==> config.mk <==
export PLATFORM = sky130hd
export DESIGN_NAME = simon_round_engine
export DESIGN_NICKNAME = d
export VERILOG_FILES = /design/src/rtl/simon_round_engine.sv
export SDC_FILE = /design/constraint.sdc
export NUM_CORES = 1
export LEC_CHECK = 0
export CAP_MARGIN = 20
export CORE_UTILIZATION = 49
export DETAILED_ROUTE_END_ITERATION = 16
export GPL_TIMING_DRIVEN = 1
export HOLD_SLACK_MARGIN = 0.08
export PLACE_DENSITY = 0.86
export SYNTH_ARGS = -nofsm -noshare
export SYNTH_HDL_FRONTEND = slang
export SYNTH_SLANG_ARGS = --single-unit
==> constraint.sdc <==
create_clock -name clk -period 2.8 [get_ports clk]
set_input_delay 0.28 -clock clk [delete_from_list [all_inputs] [get_ports clk]]
set_output_delay 0.28 -clock clk [all_outputs]
set_load 0.05 [all_outputs]
==> src/rtl/simon_round_engine.sv <==
// Iterative SIMON block-cipher round engine: one round per clock, key words
// supplied per round by an external scheduler. Define SIMON_DECRYPT_EN to add a mode port.
module simon_round_engine #(
    parameter int WORD_SIZE = 16,
    parameter int ROUNDS    = 32
) (
    input  logic                   clk,
    input  logic                   rst_n,
`ifdef SIMON_DECRYPT_EN
    input  logic                   mode,
`endif
    input  logic                   in_valid,
    output logic                   in_ready,
    input  logic [2*WORD_SIZE-1:0] blk_in,
    input  logic [WORD_SIZE-1:0]   key_in,
    output logic                   key_load,
    output logic [7:0]             round_count,
    output logic                   out_valid,
    input  logic                   out_ready,
    output logic [2*WORD_SIZE-1:0] blk_out
);

    typedef enum logic [1:0] {IDLE, RUN, DONE} state_t;

    localparam logic [7:0] LAST_ROUND = 8'(ROUNDS);

    state_t               state;
    logic [WORD_SIZE-1:0] x, y;
    logic [WORD_SIZE-1:0] round_x, round_y;
    logic                 accept;
`ifdef SIMON_DECRYPT_EN
    logic                 decrypt;
`endif

    function automatic logic [WORD_SIZE-1:0] rol(input logic [WORD_SIZE-1:0] v, input int n);
        int s;
        s = n % WORD_SIZE;
        return (v << s) | (v >> ((WORD_SIZE - s) % WORD_SIZE));
    endfunction

    function automatic logic [WORD_SIZE-1:0] simon_f(input logic [WORD_SIZE-1:0] v);
        return (rol(v, 1) & rol(v, 8)) ^ rol(v, 2);
    endfunction

    // NOTE: handshake outputs are combinational so the key scheduler loads on the
    // same edge that accepts the block and has round-1 key ready for the first RUN cycle.
    assign in_ready = rst_n && ((state == IDLE) || ((state == DONE) && out_ready));
    assign accept   = in_valid && in_ready;
    assign key_load = accept;
    assign blk_out  = out_valid ? {x, y} : '0;

    always_comb begin
        round_x = y ^ simon_f(x) ^ key_in;
        round_y = x;
`ifdef SIMON_DECRYPT_EN
        if (decrypt) begin
            round_x = y;
            round_y = x ^ simon_f(y) ^ key_in;
        end
`endif
    end

    // NOTE: all state uses non-blocking assignments so every register samples
    // pre-edge values; the datapath is reset too so no stale block can leak out.
    always_ff @(posedge clk or negedge rst_n) begin
        if (!rst_n) begin
            state       <= IDLE;
            x           <= '0;
            y           <= '0;
            round_count <= '0;
            out_valid   <= 1'b0;
`ifdef SIMON_DECRYPT_EN
            decrypt     <= 1'b0;
`endif
        end else if (accept) begin
            // Acceptance from IDLE or from DONE with the out handshake: no bubble.
            x           <= blk_in[2*WORD_SIZE-1:WORD_SIZE];
            y           <= blk_in[WORD_SIZE-1:0];
            round_count <= 8'd1;
            out_valid   <= 1'b0;
            state       <= RUN;
`ifdef SIMON_DECRYPT_EN
            decrypt     <= mode;
`endif
        end else begin
            case (state)
                RUN: begin
                    x <= round_x;
                    y <= round_y;
                    if (round_count == LAST_ROUND) begin
                        state       <= DONE;
                        round_count <= '0;
                        out_valid   <= 1'b1;
                    end else begin
                        round_count <= round_count + 8'd1;
                    end
                end
                DONE: begin
                    if (out_ready) begin
                        state     <= IDLE;
                        out_valid <= 1'b0;
                    end
                end
                default: ;
            endcase
        end
    end

endmodule

==> impl.org <==
** Clock network
- Insertion delay to the later sink of the worst-skew pair :: 0.30 ns
- After clock tree synthesis, the clock-pin slew on the worst setup and hold paths is about 0.08 ns.
- Clk Tree Root Cell :: clkbuf_8
- Buffers added to address setup during post-CTS repair amount to 0.
- Sink Count :: 42
- Post-CTS repair changed the size of 0 cells.
- Number of buffers inserted during clock tree synthesis :: 5
- Number of H-tree branching levels :: 2
- In this run the deepest clock path goes through 2 buffers.
- Quantity of hold-fixing buffers added after cts :: 0
- TritonCTS built the clock tree.

** Worst hold path
- In this run the worst hold path is classified as in -> async.

** Place
- Summing all placed instances gives a cell area of ~3700 µm².
- Placement-stage worst setup slack :: 0.663 ns
- HPWL Detailed :: between 5000 and 6000 µm
- The congestion estimate from routability-driven global placement came to 0.829.
- Cell Count Post-Placement :: 450
- Count of buffers inserted at the top-level ports :: 94

** Layout
- The library cell used most frequently in the layout, excluding fill and tap cells, is clkdlybuf4s50_1.
- Fill cells in the final layout number roughly 390.
- Share of cells above drive strength 1 :: a little under 6%
- The number of antenna diodes in the final layout is 0.
- Final std cell area, no fill :: about 3800 µm²
- Post-Layout Cell Count :: 458
- The net count of the finished layout is approximately 440.
- Cells fill 72.3% of the core in the end.
- From synthesis to final layout, the design area changed by 40.0%.
- Most used cells in the layout excluding fill and tap cells :: clkdlybuf4s50_1 (92), nand2_1 (85), dfrtp_1 (42)

** Global route
- Total track usage :: around 28%
- The number of global-route vias before repair came to ~2600.
- Largest net degree at the start of global routing :: 43
- GR Overflow Total :: 0
- The initial antenna violation count is 0.
- Wire length of the first global-routing pass :: roughly 13000 µm

** Run
- Number of max-cap violations :: 0

** Floorplanning
- Io pins :: between 90 and 100
- In this run the horizontal extent of the chip is around 76 µm.
- In this run the core area contains 26 standard-cell rows.
- Initial core utilization :: ~52%
- The die covers 5780 µm².
- Die extent in y :: around 76 µm
- Core area :: roughly 5200 µm²

** Timing
- The worst pin sits at a relative slew slack of 53.8%.
- Min Tclk post-route :: 2.39 ns
- The count of endpoints failing hold in the final timing report was 0.
- After layout, the worst path uses roughly 86% of the clock period.
- Between clock sinks in the finished design, the worst skew comes to approximately 0.011 ns.
- Adding up every negative setup slack in the final design gives 0 ns.
- Setup violations remaining at the end of the flow were counted as 0.
- Setup slack closes at 0.406 ns.
- Final max-slew violation count :: 0
- Actual transition at the worst max-transition pin :: between 0.6 and 0.7 ns
- Unrepaired setup endpoints after global routing :: false
- The tightest hold path in the finished design has a slack of 0.177 ns.
- Maximum operating frequency :: around 420 MHz

** Outcome
- The flow ran to the end, and the final reports show no timing, DRC or antenna violations.

** Setup path
- WP data required :: roughly 2.5 ns
- Arrival time at the worst endpoint :: 2.11 ns
- Setup slack of the worst register-to-register path :: around 0.85 ns
- Reg2Reg Launch Point :: out_valid$_DFFE_PN0P_
- Along the worst path, the maximum fanout reaches 28.
- STA classifies the critical path startpoint as a register.
- The worst register-to-register path has a depth of 5.
- Kind of critical path :: reg -> out
- The worst register-to-register path ends at round_y[1]$_DFFE_PN0P_.
- The worst setup path is captured at a primary output.

** Synth
- After synthesis the netlist holds a flip-flop and latch count of 42.
- Post-synth cell types :: 31
- Largest cells by area after synthesis :: dfrtp_1 (39%), nand2_1 (12%), xnor2_1 (11%)
- Post-synthesis area per instance :: 9.04 µm²
- Sequential element share of the synthesized area :: a little under 40%
- Share of synthesized flip-flops with an asynchronous set or reset :: between 90% and 100%
- Yosys printed 0 warnings.
- In the synthesized netlist, the number of instances is between 200 and 300.
- Most instantiated flip-flop cell in the synthesis netlist :: dfrtp_1
- Total standard cell area after synthesis :: about 2700 µm²
- The synthesized design contains 0 enable-type register cells.
- After synthesis, the largest area contributor takes up around 40% of total cell area.
- Syn Nets :: 351
- Largest area contributor in the synthesized netlist :: dfrtp_1

** Power and ir drop
- Sum of internal, switching and leakage power :: 1.20 mW
- IR analysis of the VDD net gives a maximum drop of 0.223 mV.
- Static leakage :: 1.77 nW
- Power density over cell area :: 319 nW/µm²

** Route
- Detailed-route vias per instance :: 5.61
- Dividing the detail-routed wire length by the instance count gives ~17 µm.
- Drt first pass iters :: 4
- The final layout contains routed wiring with a total length of approximately 7600 µm.
- Number of routed nets with antenna violations :: 0
- Across all layers, the routed design uses ~2600 vias.
- Post-detailed-route DRC marker count :: 0
- The first routing iteration left ~180 violations.
## flip-flops by register name, indices dropped and copies added (netlist names)
name         flops
state            1
round_y         16
y               16
round_count      8
out_valid        1
## final cells by class
| type | count | area, µm² | area share [%] |
|---|---|---|---|
| flip-flops and latches | 42 | 1050 | 27.9 |
| multi-input cells | 235 | 1510 | 40.3 |
| clock buffers | 7 | 76.3 | 2.03 |
| clock inverters | 1 | 30.0 | 0.798 |
| repair buffers | 100 | 991 | 26.3 |
| well taps | 70 | 87.6 | 2.33 |
| inverters | 3 | 11.3 | 0.299 |
## power breakdown
group	switching, mW	total, mW	internal, mW
combinational	0.0389	0.117	0.0784
clock	0.211	0.478	0.267
sequential	0	0.606	0.606
## kinds of logic after synthesis
kind of cell               Yosys count  share of synthesized area, %
xor gates and xnor gates            50                          16.3
DFF                                 42                          39.1
AOI/OAI and AO/OA                   48                          15.0
buffers and inverters               20                          4.52
and+or+nand+nor                    135                          24.1
adders and majority gates            2                         0.931
## synthesized netlist by cell type (3+ instances only)
cell type  number
xnor2_1        33
buf_2           7
and3_1          3
nand2b_1        3
dfrtp_1        42
nand3_1         3
inv_1           3
a31oi_1         3
clkbuf_1        4
o21ai_0         4
nand2_1        85
buf_6           4
a22oi_1        13
o221ai_1       16
a22oi_2         3
xor2_1         17
nor2_1          3
and2_1         32
## worst max path at each step
stage | from | to | slack [ns]
floorplan | round_count[0]$_DFFE_PN0P_ | round_count[0]$_DFFE_PN0P_ | 1.02
global placement | out_ready | in_ready | 0.70
detailed placement | out_ready | in_ready | 0.66
CTS | out_valid$_DFFE_PN0P_ | blk_out[6] | 0.38
global route | out_valid$_DFFE_PN0P_ | blk_out[11] | 0.29
finish | out_valid$_DFFE_PN0P_ | blk_out[6] | 0.41
## metal layers
layer	wire length [µm]	share of wire, %	GRT usage (%)	up-vias
met4	101	1.3	8.46	0
met1	3250	43	36.3	1274
met2	3750	49	48.0	112
met5	0	0	0	-
met3	503	6.6	4.55	10
li1	-	-	-	1174
## critical path, stage by stage, from the launching register on
cell	delay [ns]
dfrtp_1	0.52
buf_4	0.31
and2_1	0.18
clkdlybuf4s50_1	0.80
No activity file was read; power rests on OpenSTA's default activity.
